==> config.mk <==
export PLATFORM = sky130hd
export DESIGN_NAME = dvp_8bit_tx_flat
export DESIGN_NICKNAME = d
export VERILOG_FILES = /design/src/rtl/dvp_8bit_tx_if.sv /design/src/rtl/dvp_8bit_tx.sv /design/src/flat_wrapper.sv
export SDC_FILE = /design/constraint.sdc
export NUM_CORES = 1
export LEC_CHECK = 0
export CAP_MARGIN = 20
export CORE_MARGIN = 1.5
export CORE_UTILIZATION = 25
export DETAILED_ROUTE_END_ITERATION = 10
export PLACE_DENSITY = 0.46
export SLEW_MARGIN = 10
export SYNTH_ARGS = -nofsm -noshare
export SYNTH_HDL_FRONTEND = slang
export SYNTH_SLANG_ARGS = --single-unit
==> constraint.sdc <==
create_clock -name pclk -period 6.7 [get_ports pclk]
set_input_delay 0.67 -clock pclk [delete_from_list [all_inputs] [get_ports pclk]]
set_output_delay 0.67 -clock pclk [all_outputs]
set_load 0.05 [all_outputs]
==> src/rtl/dvp_8bit_tx_if.sv <==
// Pixel-stream handshake plus the 8-bit DVP bus driven by dvp_8bit_tx.
// The slave modport is the transmitter; the master modport is the pixel source / bus observer.
interface dvp_8bit_tx_if;
  logic [15:0] pix_data;
  logic        pix_valid;
  logic        pix_ready;
  logic        vs_o;
  logic        de_o;
  logic [7:0]  pdata_o;

  modport master (
    output pix_data, pix_valid,
    input  pix_ready, vs_o, de_o, pdata_o
  );

  modport slave (
    input  pix_data, pix_valid,
    output pix_ready, vs_o, de_o, pdata_o
  );
endinterface

==> src/rtl/dvp_8bit_tx.sv <==
// OV5640-style 8-bit DVP camera emulator: frames an RGB565 pixel stream into
// vsync/href/byte timing, high byte first, pulling pixels through valid/ready.
module dvp_8bit_tx #(
  parameter int H_ACTIVE = 640,
  parameter int H_BLANK  = 160,
  parameter int V_ACTIVE = 480,
  parameter int VS_LINES = 2,
  parameter int V_BACK   = 8,
  parameter int V_FRONT  = 4
) (
  input  logic          pclk,
  input  logic          rst,
  input  logic          enable,
  dvp_8bit_tx_if.slave  bus,
  output logic          frame_start,
  output logic          underflow,
  output logic          busy
);

  localparam int L    = 2 * H_ACTIVE + H_BLANK;
  localparam int HW   = (L > 1) ? $clog2(L) : 1;
  localparam int MAXL = (VS_LINES > V_BACK) ?
                        ((VS_LINES > V_ACTIVE) ? ((VS_LINES > V_FRONT) ? VS_LINES : V_FRONT)
                                               : ((V_ACTIVE > V_FRONT) ? V_ACTIVE : V_FRONT))
                      : ((V_BACK > V_ACTIVE) ? ((V_BACK > V_FRONT) ? V_BACK : V_FRONT)
                                             : ((V_ACTIVE > V_FRONT) ? V_ACTIVE : V_FRONT));
  localparam int VW   = (MAXL > 1) ? $clog2(MAXL) : 1;

  localparam logic [2:0] ST_IDLE   = 3'd0;
  localparam logic [2:0] ST_VSYNC  = 3'd1;
  localparam logic [2:0] ST_VBACK  = 3'd2;
  localparam logic [2:0] ST_ACTIVE = 3'd3;
  localparam logic [2:0] ST_VFRONT = 3'd4;

  typedef struct packed {
    logic [2:0]    st;
    logic [HW-1:0] h;
    logic [VW-1:0] v;
  } pos_t;

  function automatic int lines_of(input logic [2:0] s);
    case (s)
      ST_VSYNC:  lines_of = VS_LINES;
      ST_VBACK:  lines_of = V_BACK;
      ST_ACTIVE: lines_of = V_ACTIVE;
      ST_VFRONT: lines_of = V_FRONT;
      default:   lines_of = 1;
    endcase
  endfunction

  // First state at or after s that owns at least one line; past VFRONT the frame ends.
  function automatic logic [2:0] seq_from(input logic [2:0] s, input logic en);
    if (V_BACK != 0 && s <= ST_VBACK)          seq_from = ST_VBACK;
    else if (V_ACTIVE != 0 && s <= ST_ACTIVE)  seq_from = ST_ACTIVE;
    else if (V_FRONT != 0 && s <= ST_VFRONT)   seq_from = ST_VFRONT;
    else                                        seq_from = en ? ST_VSYNC : ST_IDLE;
  endfunction

  function automatic pos_t next_pos(input pos_t p, input logic en);
    pos_t n;
    n = p;
    case (p.st)
      ST_IDLE: begin
        n.h  = '0;
        n.v  = '0;
        n.st = en ? ST_VSYNC : ST_IDLE;
      end
      default: begin
        if (int'(p.h) == L - 1) begin
          n.h = '0;
          if (int'(p.v) >= lines_of(p.st) - 1) begin
            n.v  = '0;
            n.st = seq_from(p.st + 3'd1, en);
          end else begin
            n.v = p.v + VW'(1);
          end
        end else begin
          n.h = p.h + HW'(1);
        end
      end
    endcase
    next_pos = n;
  endfunction

  function automatic logic is_hi_slot(input pos_t p);
    is_hi_slot = (p.st == ST_ACTIVE) && (int'(p.h) < 2 * H_ACTIVE) && !p.h[0];
  endfunction

  pos_t       pos_q, pos_d, pos_2;
  logic       vs_q, vs_d, de_q, de_d, ready_q, ready_d;
  logic       fs_q, fs_d, unf_q, unf_d, busy_q, busy_d, take;
  logic [7:0] pdata_q, pdata_d, lo_q, lo_d;

  // Outputs are registered from the next position so they line up with pos_q;
  // pix_ready looks one more cycle ahead because the byte follows the handshake.
  always_comb begin
    pos_d   = next_pos(pos_q, enable);
    pos_2   = next_pos(pos_d, enable);
    take    = ready_q & bus.pix_valid;
    vs_d    = (pos_d.st == ST_VSYNC);
    de_d    = (pos_d.st == ST_ACTIVE) && (int'(pos_d.h) < 2 * H_ACTIVE);
    fs_d    = vs_d && (pos_d.h == '0) && (pos_d.v == '0);
    busy_d  = (pos_d.st != ST_IDLE);
    ready_d = is_hi_slot(pos_2);
    unf_d   = unf_q | (ready_q & ~bus.pix_valid);
    pdata_d = 8'h00;
    lo_d    = lo_q;
    if (de_d) begin
      if (!pos_d.h[0]) begin
        pdata_d = take ? bus.pix_data[15:8] : 8'h00;
        lo_d    = take ? bus.pix_data[7:0]  : 8'h00;
      end else begin
        pdata_d = lo_q;
      end
    end else begin
      pdata_d = 8'h00;
    end
  end

  // Timing position and registered DVP outputs.
  always_ff @(posedge pclk or posedge rst) begin
    if (rst) begin
      pos_q   <= '0;
      vs_q    <= 1'b0;
      de_q    <= 1'b0;
      pdata_q <= 8'h00;
      lo_q    <= 8'h00;
      ready_q <= 1'b0;
      fs_q    <= 1'b0;
      unf_q   <= 1'b0;
      busy_q  <= 1'b0;
    end else begin
      pos_q   <= pos_d;
      vs_q    <= vs_d;
      de_q    <= de_d;
      pdata_q <= pdata_d;
      lo_q    <= lo_d;
      ready_q <= ready_d;
      fs_q    <= fs_d;
      unf_q   <= unf_d;
      busy_q  <= busy_d;
    end
  end

  assign bus.vs_o      = vs_q;
  assign bus.de_o      = de_q;
  assign bus.pdata_o   = pdata_q;
  assign bus.pix_ready = ready_q;
  assign frame_start   = fs_q;
  assign underflow     = unf_q;
  assign busy          = busy_q;

endmodule

==> src/flat_wrapper.sv <==
// flat-port wrapper written by rule: the top's interface ports become plain ports
module dvp_8bit_tx_flat 
#(
  parameter int H_ACTIVE = 640,
  parameter int H_BLANK  = 160,
  parameter int V_ACTIVE = 480,
  parameter int VS_LINES = 2,
  parameter int V_BACK   = 8,
  parameter int V_FRONT  = 4
)
  (pclk, rst, enable, frame_start, underflow, busy, bus_pix_data, bus_pix_valid, bus_pix_ready, bus_vs_o, bus_de_o, bus_pdata_o);
  dvp_8bit_tx_if bus_i ();
  input  logic pclk;
  input  logic rst;
  input  logic enable;
  output logic frame_start;
  output logic underflow;
  output logic busy;
  input wire logic [$bits(bus_i.pix_data)-1:0] bus_pix_data;
  input wire logic [$bits(bus_i.pix_valid)-1:0] bus_pix_valid;
  output wire logic [$bits(bus_i.pix_ready)-1:0] bus_pix_ready;
  output wire logic [$bits(bus_i.vs_o)-1:0] bus_vs_o;
  output wire logic [$bits(bus_i.de_o)-1:0] bus_de_o;
  output wire logic [$bits(bus_i.pdata_o)-1:0] bus_pdata_o;
  assign bus_i.pix_data = bus_pix_data;
  assign bus_i.pix_valid = bus_pix_valid;
  assign bus_pix_ready = bus_i.pix_ready;
  assign bus_vs_o = bus_i.vs_o;
  assign bus_de_o = bus_i.de_o;
  assign bus_pdata_o = bus_i.pdata_o;
  dvp_8bit_tx #(.H_ACTIVE(H_ACTIVE), .H_BLANK(H_BLANK), .V_ACTIVE(V_ACTIVE), .VS_LINES(VS_LINES), .V_BACK(V_BACK), .V_FRONT(V_FRONT)) u_core (.pclk(pclk), .rst(rst), .enable(enable), .bus(bus_i), .frame_start(frame_start), .underflow(underflow), .busy(busy));
endmodule
Yosys cells after proc, flatten, opt, wreduce, memory -nomap -nowiden. Index checks and enable logic that the tools add are counted.

Output and inout port bits: 14. Bits of input ports: 20. Word-level logic and storage cells: 86. Bits in registers: 45.

Bitwise operators: 5. Equal/unequal tests: 11. Reductions and logical operators: 12. $add $sub $neg: 8. Mux-type cells: 29. Magnitude comparators: 10.

Operators by type and width (count): $mux W32 (4); $pmux W9 S4 (2); $ge A10 B32 Y1 (2); $sub A32 B2 Y32 const B (2); $mux W23 (2); $mux W9 (4); $mux W8 (4); $mux W3 (10); $add A11 B1 Y11 const B (2); $eq A11 B11 Y1 const B (2); $lt A11 B11 Y1 const B (2); $mux W11 (2); $add A9 B1 Y9 const B (2); $eq A3 B2 Y1 const B (5); $le A3 B2 Y1 const B (4); $logic_not A11 Y1 (1); $logic_not A9 Y1 (1); $add A3 B1 Y3 const B (2); $eq A3 B1 Y1 const B (2); $eq A3 B3 Y1 const B (2); $le A3 B3 Y1 const B (2); $logic_not A3 Y1 (2); $logic_and A1 B1 Y1 (5); $reduce_bool A3 Y1 (1); 6 further kinds (8).

Depth between registers and ports, before layout. Gate-level depths: netlist (run 1).

Depth after elaboration: 21. Gate-level depth with buffers: 26. Gate-level depth less buffers: 26.

Least setup slack after synthesis (run 1). Ideal clock, no wire load.

Path type: register to register. From: reg u_core.pos_q[21] in the netlist's numbering. To: reg u_core.ready_q (netlist: u_core.bus.pix_ready). Clock period less this slack: 4.990 ns. Setup slack: 1.710 ns. Stages on the path, launching flop included: 27. Required time: 6.577 ns. Path buffers: 0. Library setup time: 0.123 ns. Data arrival time: 4.866 ns. Cell sequence: dfrtp_1 > inv_1 > ha_1 > or3_1 > o21ai_0 > nand2_1 > inv_1 > ha_1 > ha_1 > a21oi_1 > o211ai_1 > a21oi_1 > or3_4 > a221oi_4 > and2b_1 > ha_1 > clkinv_1 > nor2_1 > ha_1 > ha_1 > o2111ai_1 > nor4_1 > nor3_1 > nor4_1 > o21ai_0 > nand3_1 > a21oi_1.

Longest elaborated chain between the ends: 21. Elaborated cells between the ends (all ways): 50. Those cells by class: 5 x add/sub; 9 x order compare; 10 x eq/ne; 21 x mux; 5 x reduce/logical.

RTL lines: start, declared (line dvp_8bit_tx.sv:89) `pos_t pos_q, pos_d, pos_2;`; start signal, assigned (line dvp_8bit_tx.sv:133) `pos_q <= pos_d;`; $eq A3 B3 Y1, or another cell as far along (line dvp_8bit_tx.sv:42) `case (s)`; $pmux W9 S4 (line dvp_8bit_tx.sv:42); $mux W32 (line dvp_8bit_tx.sv:69) `if (int'(p.h) == L - 1) begin`; $mux W32 (line dvp_8bit_tx.sv:62) `case (p.st)`; $sub A32 B2 Y32 (line dvp_8bit_tx.sv:71) `if (int'(p.v) >= lines_of(p.st) - 1) begin`; $ge A10 B32 Y1 (line dvp_8bit_tx.sv:71); $mux W3 (line dvp_8bit_tx.sv:71); $mux W3 (line dvp_8bit_tx.sv:69); (+6 left out); $ge A10 B32 Y1 (line dvp_8bit_tx.sv:71); $mux W3 (line dvp_8bit_tx.sv:71); $mux W3 (line dvp_8bit_tx.sv:69); $mux W23 * (line dvp_8bit_tx.sv:62); $eq A3 B2 Y1 (line dvp_8bit_tx.sv:86) `is_hi_slot = (p.st == ST_ACTIVE) && (int'(p.h) < 2 * H_ACTIVE) && !p.h[0];`; $logic_and A1 B1 Y1 (line dvp_8bit_tx.sv:86); $logic_and A1 B1 Y1 * (line dvp_8bit_tx.sv:86); net u_core.ready_d (line dvp_8bit_tx.sv:90) `logic vs_q, vs_d, de_q, de_d, ready_q, ready_d;`; end signal, assigned (line dvp_8bit_tx.sv:138) `ready_q <= ready_d;`; end, declared (line dvp_8bit_tx.sv:90).

The timed path passes the listed nets; every way through them passes the cells marked *. The select of a mux whose other input is x is not followed. A chain may end at the register's enable or synchronous reset.

Worst setup path in the final report (run 1). Ends and elaborated chain as after synthesis.

==> Implementation_results.wiki, run 1 <==
{| class="wikitable"
! Metric !! Value
|-
| Outcome || completed
|-
| Mux contribution to synthesized area || 0.0143
|-
| Starting utilization of the core area || 0.260
|-
| Overall die area || 13300 sq um
|-
| Post-CTS Setup Repair Bufs || 0
|-
| Vias after detailed routing || 2640
|-
| Maximum frequency from static timing analysis || between 150 and 200 MHz
|-
| First-iteration detailed-routing DRC count || 166
|-
| Clk Tree Root Cell || clkbuf_16
|-
| Height of the chip || 115 um
|-
| Syn avg cell area || 8.89 sq um
|-
| Number of diodes || 0
|-
| Pwr dens || 223 nW/um^2
|-
| Maximum fanout along the worst path || 9
|-
| Most common flop cell mapped by yosys || dfrtp_1
|-
| Final number of setup-violating endpoints || 0
|-
| Total length of routed wires || 7760 um
|-
| Maximum buffer depth of the clock tree || 2
|-
| Count of TritonRoute iterations in the first routing pass || 4
|-
| Total power of the final layout || 0.843 mW
|-
| Port bufs || 33
|-
| Number of cells produced by synthesis || 355
|-
| Worst skew pair latency || between 0.2 and 0.3 ns
|-
| Most instantiated library cell after synthesis || dfrtp_1
|-
| Final-layout setup total negative slack || 0 ns
|-
| Data required time at the worst endpoint || 6.88 ns
|-
| Total clock buffers created by CTS || 5
|-
| Clk slew on worst S/H paths || 0.07 ns
|-
| Type of the worst setup path || reg2reg
|-
| Area of the placeable core || approximately 12000 sq um
|-
| Unrepaired setup endpoints after global routing || no
|-
| CTS Hold Buffers Added || 0
|-
| Most frequent cells after synthesis || dfrtp_1 (45), nand2_1 (44), ha_1 (32), nor2_1 (26), a21oi_1 (21)
|-
| Total number of placement rows || 40
|-
| Worst-case headroom to the max-slew limit || 0.291
|-
| Total area of multi-input combinational cells || around 1900 sq um
|-
| Die Span X || roughly 120 um
|-
| Slew @ Worst Pin || 1.06 ns
|-
| Element type at the critical path end || register
|-
| Final critical path time including I/O delays and setup || 5.52 ns
|-
| Sum of overflow across all layers after global routing || 0
|-
| Worst slack after detailed placement || 1.17 ns
|-
| Number of global-route vias before repair || 2651
|-
| Worst Hold Class || reg2reg
|-
| Routed wirelength normalized by instance count || between 10 and 15 um
|-
| Share of synthesized area occupied by flip-flops and latches || 0.357
|-
| Worst VDD drop || ~0.093 mV
|-
| Fin crit share || 0.825
|-
| Total of warnings raised by yosys || 0
|-
| EDFF count, synth || 0
|-
| Largest family of logic cells by synthesized area || simple AND/OR/NAND/NOR gates
|-
| Initial antenna violation count || 0
|-
| Post-synthesis instance area || roughly 3200 sq um
|-
| H-tree lvl count || 2
|-
| Cell Count, Final, Fillers Out || 550
|-
| Area fraction of the dominant cell type after synthesis || 0.357
|-
| Startpoint kind of the worst setup timing path || register
|-
| Instance count after placement with tap cells included || between 500 and 600
|-
| Static power due to leakage || ~1.6 nW
|-
| Setup slack after layout || 1.18 ns
|-
| DRC violation count after routing || 0
|-
| Register Area || ~1100 sq um
|-
| Post-synthesis sequential element count || 45
|-
| Final hold viol count || 0
|-
| XOR/XNOR Fraction of Synth Area || 0.0472
|-
| Count of nets after finishing || 433
|-
| Adder-cell share of the synthesized area || 0.127
|-
| Share of post-route cells with drive strength above 1 || 0.0576
|-
| Pin count of the biggest net entering global routing || 46
|-
| Layout filler cell count || 1293
|-
| Final slew viol count || 0
|-
| Post-synth ARST share || 1.00
|-
| Half-perimeter wire length after placement || 5830 um
|-
| Clk sink count || 45
|-
| Final weighted congestion of routability-driven global placement || 0.818
|-
| Total nets after synthesis || 407
|-
| Wire length of the first global-routing pass || 13300 um
|-
| CTS tree || yes
|-
| Max_cap viols || 0
|-
| Number of I/O pins || 34
|-
| ANT nets after route || 0
|-
| Area fraction in compound gates after synthesis || 0.144
|-
| Synthesis-to-layout area growth || 20.1%
|-
| Arrival time at the worst endpoint || 5.71 ns
|-
| Share of synthesized cell area in and, or, nand and nor gates || 0.258
|-
| Number of distinct library cells after synthesis || 59
|-
| # resized after CTS || 0
|-
| Post-Route Skew || 0.00803 ns
|-
| Library cell occupying the most area in the post-synthesis netlist || dfrtp_1
|-
| Area contributors post-synth || dfrtp_1 (36%), ha_1 (13%), nand2_1 (5.2%)
|-
| Global-route total usage across every layer || 0.126
|-
| Number of vias per cell || 4.80
|}
## layout make-up
cell class | instances | area share
clock buffers | 5 | 0.0330
multi-input cells | 272 | 0.492
inverters | 23 | 0.0228
flip-flops and latches | 45 | 0.297
clock inverters | 3 | 0.00759
well taps | 168 | 0.0555
repair buffers | 34 | 0.0924
## sequential cells by signal (all words and copies together), names as in the netlist
name and count:
u_core.pos_q 23, u_core.bus.pdata_o 8, u_core.lo_q 8, u_core.bus.de_o 1, u_core.bus.pix_ready 1, u_core.bus.vs_o 1, u_core.busy 1, u_core.frame_start 1
u_core.underflow 1
## worst max-delay path: stages, from the launching register on
cell and delay (ns):
dfrtp_1 0.50, inv_1 0.14, ha_1 0.21, or3_1 0.30
o21ai_0 0.11, nand2_1 0.12, inv_1 0.07, ha_1 0.22
ha_1 0.30, a21oi_1 0.07, o211ai_1 0.16, a21oi_1 0.12
or3_4 0.39, a221oi_4 0.41, and2b_1 0.25, ha_1 0.22
clkinv_1 0.15, nor2_1 0.07, ha_1 0.28, ha_1 0.29
o2111ai_1 0.12, nor4_1 0.28, nor3_1 0.09, nor4_1 0.24
o21ai_0 0.13, nand3_1 0.10, a21oi_1 0.07
## final timing paths
kind / from / endpoint / slack (ns) / cells after the start
hold / removal: u_core.underflow$_DFF_PP0_ / u_core.underflow$_DFF_PP0_ / 0.46 / 1
max in group asynchronous: rst / u_core.pos_q[22]$_DFF_PP0_ / 5.59 / 3
setup / recovery: u_core.pos_q[21]$_DFF_PP0_ / u_core.bus.pix_ready$_DFF_PP0_ / 1.18 / 26
setup reg to reg: u_core.pos_q[21]$_DFF_PP0_ / u_core.bus.pix_ready$_DFF_PP0_ / 1.18 / 26
hold reg to reg: u_core.underflow$_DFF_PP0_ / u_core.underflow$_DFF_PP0_ / 0.46 / 1
min in group asynchronous: rst / u_core.pos_q[7]$_DFF_PP0_ / 0.63 / 2
## power by group
group	switching [mW]	internal, mW
Combinational	0.177	0.0961
Clock	0.119	0.144
Sequential	0.0177	0.289
Total	0.314	0.529
## stage by stage
stage | hold WS (ns) | cell area, sq um | utilization
finish | 0.464 | 3790 | 0.312
global route | 0.491 | 3790 | 0.312
CTS | 0.471 | 3770 | 0.310
detailed placement | 0.455 | 3620 | 0.297
global placement | 0.442 | 3620 | 0.297
floorplan | 0.450 | 3160 | -
## per-layer routing
metal  routed length (um)  global-route usage
met5                    0                   0
met3                  226              0.0237
met1                 4020               0.177
met2                 3460               0.200
met4                   50              0.0329
## kinds of logic (layout without fill, tap and decap cells)
kind of cell | after synthesis | in the layout
DFF | 45 | 45
adders and majority gates | 32 | 32
AOI/OAI and AO/OA | 69 | 69
and+or+nand+nor | 150 | 150
xor gates and xnor gates | 17 | 17
buffers and inverters | 38 | 65
muxes | 4 | 4
## placed cells by master, fill, tap and decap left out, drive strengths merged, types with 5 or more instances in the layout
| cell type | n |
|---|---|
| nor2b | 5 |
| a21oi | 21 |
| nor3 | 6 |
| xnor2 | 9 |
| nand2 | 44 |
| inv | 24 |
| o211ai | 5 |
| nor2 | 26 |
| clkbuf | 5 |
| or3 | 6 |
| nor4 | 6 |
| and4 | 5 |
| o21ai | 21 |
| ha | 32 |
| nand3 | 19 |
| dfrtp | 45 |
| clkdlybuf4s50 | 33 |
| nand4 | 9 |
| xor2 | 8 |
| and3 | 5 |
Power figures use the tool's default switching activity.
==> run 2: changes to the inputs <==
==> constraint.sdc (replaced) <==
create_clock -name pclk -period 5.2 [get_ports pclk]
set_input_delay 0.52 -clock pclk [delete_from_list [all_inputs] [get_ports pclk]]
set_output_delay 0.52 -clock pclk [all_outputs]
set_load 0.05 [all_outputs]
==> run 2 against run 1 <==
- final cell count up 3.1%
- via count up 1.1%
- first-iteration DRC count down 6.6%
- sequential share of layout area down 1.9 points
- design area up 6.9%
- clock-buffer cell count unchanged
- wire length up 2.3%
- maximum frequency up 10%
- global-route usage down 0.17 points
- sequential power up 28%
- die area unchanged
- utilization up 2.1 points
- critical path type unchanged
- largest cell class unchanged
- largest power group is now combinational cells
==> Implementation_results.wiki, run 2 (synthesis gave the netlist of run 1 again) <==
{| class="wikitable"
! Metric !! Value
|-
| Setup slack after layout || 0.193 ns (-0.983 ns)
|-
| Sum of overflow across all layers after global routing || 0 (unchanged)
|-
| Outcome || completed
|-
| Starting utilization of the core area || 0.260 (unchanged)
|-
| Overall die area || 13300 sq um (unchanged)
|-
| Wire length of the first global-routing pass || 13200 um (-0.99%)
|-
| Final-layout setup total negative slack || 0 ns (unchanged)
|-
| Static power due to leakage || 1.66 nW (+5.9%)
|-
| Max_cap viols || 0 (unchanged)
|-
| Final critical path time including I/O delays and setup || 5.01 ns (-0.517 ns)
|-
| Number of I/O pins || 34 (unchanged)
|-
| Total number of placement rows || 40 (unchanged)
|-
| Startpoint kind of the worst setup timing path || register
|-
| Synthesis-to-layout area growth || 28.3%
|-
| Half-perimeter wire length after placement || 5700 um (-2.3%)
|-
| Cell Count, Final, Fillers Out || 567 (+3.1%)
|-
| Count of nets after finishing || 450 (+3.9%)
|-
| Port bufs || 33 (unchanged)
|-
| Maximum frequency from static timing analysis || 200 MHz (+10%)
|-
| DRC violation count after routing || 0 (unchanged)
|-
| ANT nets after route || 0 (unchanged)
|-
| Internal portion of total power || 0.765 mW (+45%)
|-
| Layout filler cell count || 1245 (-3.7%)
|-
| Fin crit share || 0.963 (+0.138)
|-
| Worst Hold Class || reg2reg
|-
| Total clock buffers created by CTS || 5 (unchanged)
|-
| Maximum fanout along the worst path || 5 (-4)
|-
| Final hold viol count || 0 (unchanged)
|-
| Total length of routed wires || 7940 um (+2.3%)
|-
| Maximum buffer depth of the clock tree || 2 (unchanged)
|-
| Pwr dens || 292 nW/um^2 (+31%)
|-
| Count of TritonRoute iterations in the first routing pass || 4 (unchanged)
|-
| Arrival time at the worst endpoint || 5.19 ns (-0.52 ns)
|-
| Portion of total power attributed to sequential cells || 0.333 (-0.031)
|-
| CTS tree || yes
|-
| Post-Route Skew || 0.00411 ns (-0.00391 ns)
|-
| Height of the chip || 115 um (unchanged)
|-
| Most frequent standard cell in the layout excluding fill and tap cells || dfrtp_1
|-
| Final number of setup-violating endpoints || 0 (unchanged)
|-
| Number of diodes || 0 (unchanged)
|-
| Pin count of the biggest net entering global routing || 46 (unchanged)
|-
| Worst VDD drop || 0.133 mV (+42%)
|-
| Clk Tree Root Cell || clkbuf_16
|-
| Global-route total usage across every layer || 0.124 (-0.00173)
|-
| Data required time at the worst endpoint || 5.38 ns (-1.50 ns)
|-
| Die Span X || 115 um (unchanged)
|-
| Instance count after placement with tap cells included || 554 (+2.4%)
|-
| Register with the highest flop count || u_core.pos_q
|-
| Area of the placeable core || 12200 sq um (unchanged)
|-
| Final slew viol count || 0 (unchanged)
|-
| Worst slack after detailed placement || 0.0357 ns (-1.13 ns)
|-
| Share of post-route cells with drive strength above 1 || 0.160 (+0.103)
|-
| H-tree lvl count || 2 (unchanged)
|-
| Part of the total power dissipated in combinational logic || 0.349 (+0.025)
|-
| Element type at the critical path end || register
|-
| Switching power summed over all nets || 0.418 mW (+33%)
|-
| Final weighted congestion of routability-driven global placement || 0.821 (+0.28%)
|-
| First-iteration detailed-routing DRC count || 155 (-6.6%)
|-
| Slew @ Worst Pin || 0.603 ns (-0.458 ns)
|-
| Clk pwr share || 0.318 (+0.006)
|-
| Routed wirelength normalized by instance count || 14.0 um (-0.81%)
|-
| Commonest cells after routing, fill and taps aside || dfrtp_1 (44), nand2_1 (43), clkdlybuf4s50_1 (33)
|-
| Worst-case headroom to the max-slew limit || 0.598 (+0.307)
|-
| Switching power share of the total || 0.353 (-0.0191)
|-
| Total power of the final layout || 1.18 mW (+40%)
|-
| Clk sink count || 45 (unchanged)
|-
| Number of global-route vias before repair || 2638 (-0.49%)
|-
| Worst skew pair latency || 0.29 ns (about the same)
|-
| Initial antenna violation count || 0 (unchanged)
|-
| Vias after detailed routing || 2670 (+1.1%)
|-
| Type of the worst setup path || reg2reg
|-
| Number of vias per cell || 4.71 (-1.9%)
|-
| Max FFs per register || 23 (unchanged)
|-
| Clk slew on worst S/H paths || 0.07 ns (about the same)
|}
==> run 2: timing repair <==
item / in CTS / in global routing
setup buffers: 1 / 3
pin swaps: 2 / 12
resized for setup: 0 / 33
hold buffers: 0 / 0
setup endpoints to repair: 1 / 1
==> run 2: layout make-up <==
class | instances | area, sq um | area share
multi-input combinational | 272 | 1990 | 0.491
inverter | 23 | 88.8 | 0.0219
sequential | 45 | 1130 | 0.278
clock inverter | 3 | 46.3 | 0.0114
clock buffer | 5 | 125 | 0.0309
tap | 168 | 210 | 0.0519
timing repair buffer | 51 | 465 | 0.115
==> run 2: critical path, cell delays in order, from the launching register on <==
cell and delay (ns):
dfrtp_1 0.42, inv_2 0.08, ha_4 0.16, or3_1 0.32
o21ai_2 0.09, nand2_2 0.09, inv_2 0.07, ha_4 0.20
ha_4 0.27, a21oi_1 0.05, o211ai_1 0.20, a21oi_2 0.07
or3_4 0.41, mux2_4 0.35, and2b_2 0.24, ha_4 0.18
inv_4 0.06, nor2_1 0.04, ha_1 0.33, ha_4 0.28
o2111ai_2 0.12, nor4_2 0.30, nor3_2 0.09, nor4_2 0.18
o21ai_1 0.10, nand3_1 0.12, a21oi_2 0.06
==> run 2: per-layer routing <==
metal	GRT usage	wire length (um)	vias to the layer above	part of all wire
met5	0	0	-	0
met4	0.0321	80	0	0.010
met3	0.0200	300	6	0.038
met2	0.192	3620	60	0.46
met1	0.180	3940	1255	0.50
li1	-	-	1349	-
==> run 2: metrics by stage <==
step	utilization	hold WS [ns]	area, sq um
global placement	0.305	0.445	3710
global route	0.333	0.487	4050
floorplan	-	0.450	3160
detailed placement	0.305	0.447	3710
CTS	0.320	0.463	3890
finish	0.333	0.461	4050
==> run 2: final timing paths <==
| check | from | depth (start not counted) | slack [ns] | to |
|---|---|---|---|---|
| setup / recovery | u_core.pos_q[20]$_DFF_PP0_ | 26 | 0.19 | u_core.bus.pix_ready$_DFF_PP0_ |
| hold / removal | u_core.underflow$_DFF_PP0_ | 1 | 0.46 | u_core.underflow$_DFF_PP0_ |
| setup reg to reg | u_core.pos_q[20]$_DFF_PP0_ | 26 | 0.19 | u_core.bus.pix_ready$_DFF_PP0_ |
| hold reg to reg | u_core.underflow$_DFF_PP0_ | 1 | 0.46 | u_core.underflow$_DFF_PP0_ |
| max in group asynchronous | rst | 3 | 4.07 | u_core.pos_q[21]$_DFF_PP0_ |
| min in group asynchronous | rst | 3 | 0.69 | u_core.pos_q[5]$_DFF_PP0_ |
==> run 2: power groups by stage <==
stage | clock network (mW) | registers, mW | logic (mW)
6_report | 0.376 | 0.394 | 0.413
2_1_floorplan | 0 | 0.433 | 0.209
5_1_grt | 0.401 | 0.398 | 0.452
3_3_place_gp | 0 | 0.399 | 0.381
3_5_place_dp | 0 | 0.401 | 0.377
4_1_cts | 0.386 | 0.391 | 0.389
==> run 3: changes to the inputs <==
--- a/config.mk
+++ b/config.mk
@@ -5,11 +5,11 @@
 export SDC_FILE = /design/constraint.sdc
 export NUM_CORES = 1
 export LEC_CHECK = 0
-export CAP_MARGIN = 20
 export CORE_MARGIN = 1.5
 export CORE_UTILIZATION = 25
 export DETAILED_ROUTE_END_ITERATION = 10
 export PLACE_DENSITY = 0.46
+export SKIP_CTS_REPAIR_TIMING = 1
 export SLEW_MARGIN = 10
 export SYNTH_ARGS = -nofsm -noshare
 export SYNTH_HDL_FRONTEND = slang
==> constraint.sdc (replaced) <==
create_clock -name pclk -period 5.2 [get_ports pclk]
set_input_delay 0.52 -clock pclk [delete_from_list [all_inputs] [get_ports pclk]]
set_output_delay 0.52 -clock pclk [all_outputs]
set_load 0.01 [all_outputs]
==> run 3 against run 2 <==
- critical path depth stayed put
- non-clock buffer count stayed put
- flip-flop and latch count stayed put
- register-to-register slack worse by 0.07 ns
- critical endpoint unchanged
- combinational power is 6.5% lower
- highest routed layer unchanged
- via count is 0.45% lower
- final cell count stayed put
==> Implementation_results.wiki, run 3 (synthesis gave the netlist of run 1 again) <==
{| class="wikitable"
! Metric !! Value
|-
| Most frequent standard cell in the layout excluding fill and tap cells || dfrtp_1
|-
| Portion of total power attributed to sequential cells || 0.342 (+0.009)
|-
| Worst skew pair latency || 0.29 ns (about the same)
|-
| Cell seen most often among critical-path stages || ha_4
|-
| Maximum single-stage delay on the critical path || 0.41 ns (about the same)
|-
| Sum of overflow across all layers after global routing || 0 (unchanged)
|-
| Initial antenna violation count || 0 (unchanged)
|-
| Worst path buffer plus inverter count || 3 (unchanged)
|-
| Worst Hold Class || reg2reg
|-
| Fin crit share || 0.976 (+0.0130)
|-
| Post-layout instance area || 4060 sq um (+0.22%)
|-
| Critical Path Slowest Stage Cell || dfrtp_1
|-
| Commonest cells after routing, fill and taps aside || dfrtp_1 (44), nand2_1 (43), clkdlybuf4s50_1 (33)
|-
| Maximum fanout along the worst path || 5 (unchanged)
|-
| Share of post-route cells with drive strength above 1 || 0.165 (+0.00501)
|-
| Total number of placement rows || 40 (unchanged)
|-
| Clk slew on worst S/H paths || 0.07 ns (about the same)
|-
| Startpoint kind of the worst setup timing path || register
|-
| Total power of the final layout || 1.16 mW (-2.2%)
|-
| Layout filler cell count || 1244 (-0.080%)
|-
| Cell Area, Placed || 3710 sq um (unchanged)
|-
| Instance count after placement with tap cells included || 554 (unchanged)
|-
| Pwr dens || 285 nW/um^2 (-2.4%)
|-
| Number of I/O pins || 34 (unchanged)
|-
| Switching power share of the total || 0.334 (-0.0195)
|-
| Register with the highest flop count || u_core.pos_q
|-
| Area of the placeable core || 12200 sq um (unchanged)
|-
| Static power due to leakage || 1.66 nW (about the same)
|-
| Routed wirelength normalized by instance count || 14.1 um (+0.93%)
|-
| Count of nets after finishing || 450 (unchanged)
|-
| Total length of routed wires || 8010 um (+0.93%)
|-
| Final number of setup-violating endpoints || 0 (unchanged)
|-
| Pin count of the biggest net entering global routing || 46 (unchanged)
|-
| Data required time at the worst endpoint || 5.38 ns (about the same)
|-
| Number of global-route vias before repair || 2634 (-0.15%)
|-
| Internal portion of total power || 0.771 mW (+0.76%)
|-
| Part of the total power dissipated in combinational logic || 0.333 (-0.016)
|-
| Clk pwr share || 0.325 (+0.007)
|-
| Height of the chip || 115 um (unchanged)
|-
| Die Span X || 115 um (unchanged)
|-
| H-tree lvl count || 2 (unchanged)
|-
| Final-layout setup total negative slack || 0 ns (unchanged)
|-
| Synthesis-to-layout area growth || 28.6%
|-
| Port bufs || 33 (unchanged)
|-
| CTS tree || yes
|-
| Crit-path leading delay family || simple AND/OR/NAND/NOR gates
|-
| Final hold viol count || 0 (unchanged)
|-
| Outcome || completed
|-
| Slew @ Worst Pin || 1.05 ns (+0.442 ns)
|-
| Arrival time at the worst endpoint || 5.25 ns (+0.06 ns)
|-
| First-iteration detailed-routing DRC count || 144 (-7.1%)
|-
| Worst VDD drop || 0.133 mV (+0.28%)
|-
| Wire length of the first global-routing pass || 13100 um (-0.42%)
|-
| Final slew viol count || 0 (unchanged)
|-
| Final critical path time including I/O delays and setup || 5.07 ns (+0.0675 ns)
|-
| Count of TritonRoute iterations in the first routing pass || 5 (+1)
|-
| Number of vias per cell || 4.69 (-0.45%)
|-
| Global-route total usage across every layer || 0.124 (-0.000556)
|-
| Max FFs per register || 23 (unchanged)
|-
| Unrepaired setup endpoints after global routing || yes
|-
| Type of the worst setup path || reg2reg
|-
| Maximum buffer depth of the clock tree || 2 (unchanged)
|-
| Element type at the critical path end || register
|-
| Worst-case headroom to the max-slew limit || 0.301 (-0.296)
|-
| Vias after detailed routing || 2658 (-0.45%)
|-
| Overall die area || 13300 sq um (unchanged)
|-
| Max_cap viols || 0 (unchanged)
|-
| Maximum frequency from static timing analysis || 197 MHz (-1.3%)
|-
| Half-perimeter wire length after placement || 5700 um (unchanged)
|-
| DRC violation count after routing || 0 (unchanged)
|-
| Utilization after layout || 0.334 (+0.000720)
|-
| ANT nets after route || 0 (unchanged)
|-
| Post-Route Skew || 0.00422 ns (+0.000108 ns)
|-
| Starting utilization of the core area || 0.260 (unchanged)
|-
| Clk sink count || 45 (unchanged)
|-
| Number of diodes || 0 (unchanged)
|-
| Final weighted congestion of routability-driven global placement || 0.821 (unchanged)
|-
| Total clock buffers created by CTS || 5 (unchanged)
|-
| Switching power summed over all nets || 0.386 mW (-7.6%)
|-
| Clk Tree Root Cell || clkbuf_16
|-
| Cell Count, Final, Fillers Out || 567 (unchanged)
|}
## run 3: cell counts in the layout (fill, tap and decap cells not counted)
Identical to the previous run, type by type.
## run 3: final timing paths
kind / cells after the start / slack (ns) / startpoint / endpoint
min in group asynchronous: 3 / 0.69 / rst / u_core.pos_q[5]$_DFF_PP0_
worst min register to register: 1 / 0.46 / u_core.underflow$_DFF_PP0_ / u_core.underflow$_DFF_PP0_
worst min-delay path: 1 / 0.46 / u_core.underflow$_DFF_PP0_ / u_core.underflow$_DFF_PP0_
worst max register to register: 26 / 0.13 / u_core.pos_q[21]$_DFF_PP0_ / u_core.bus.pix_ready$_DFF_PP0_
worst max-delay path: 26 / 0.13 / u_core.pos_q[21]$_DFF_PP0_ / u_core.bus.pix_ready$_DFF_PP0_
max in group asynchronous: 3 / 4.07 / rst / u_core.pos_q[20]$_DFF_PP0_
## run 3: routing by layer
layer | part of all wire | vias to the layer above | global-route usage
li1 | - | 1346 | -
met2 | 0.46 | 46 | 0.191
met1 | 0.50 | 1261 | 0.180
met4 | 0.0084 | 0 | 0.0321
met3 | 0.031 | 5 | 0.0200
met5 | 0 | - | 0
## run 3: power groups by stage
| stage | combinational [mW] | clock, mW | sequential [mW] |
|---|---|---|---|
| after floorplan | 0.209 | 0 | 0.400 |
| after global placement | 0.347 | 0 | 0.399 |
| after detailed placement | 0.343 | 0 | 0.401 |
| after CTS | 0.346 | 0.386 | 0.394 |
| after global routing | 0.425 | 0.401 | 0.400 |
| final | 0.386 | 0.376 | 0.395 |
## run 3: worst register-to-register path, cell delays in order (launching register included)
cell	delay [ns]
dfrtp_1	0.41
inv_2	0.08
ha_4	0.16
or3_4	0.38
o21ai_4	0.07
nand2_2	0.08
inv_2	0.07
ha_4	0.20
ha_4	0.27
o211ai_1	0.09
nor2_1	0.15
a21oi_2	0.09
or3_4	0.41
mux2_4	0.36
and2b_2	0.24
ha_4	0.18
inv_4	0.07
nor2_2	0.03
ha_1	0.33
ha_4	0.28
o2111ai_2	0.12
nor4_2	0.19
nor3_2	0.09
nor4_2	0.31
o21ai_1	0.11
nand3_1	0.12
a21oi_2	0.06
## run 3: layout make-up
| type | count | area (sq um) | area share |
|---|---|---|---|
| inverter | 23 | 88.8 | 0.0219 |
| multi-input combinational | 272 | 2000 | 0.492 |
| sequential | 45 | 1130 | 0.278 |
| tap | 168 | 210 | 0.0518 |
| timing repair buffer | 51 | 465 | 0.115 |
| clock inverter | 3 | 46.3 | 0.0114 |
| clock buffer | 5 | 125 | 0.0308 |
## run 3: stage by stage
step           worst slack [ns]  hold slack, ns
3_3_place_gp              0.177           0.445
5_1_grt                 -0.0828           0.487
2_1_floorplan             0.210           0.450
3_5_place_dp             0.0357           0.447
4_1_cts                 -0.0191           0.463
6_report                  0.125           0.461
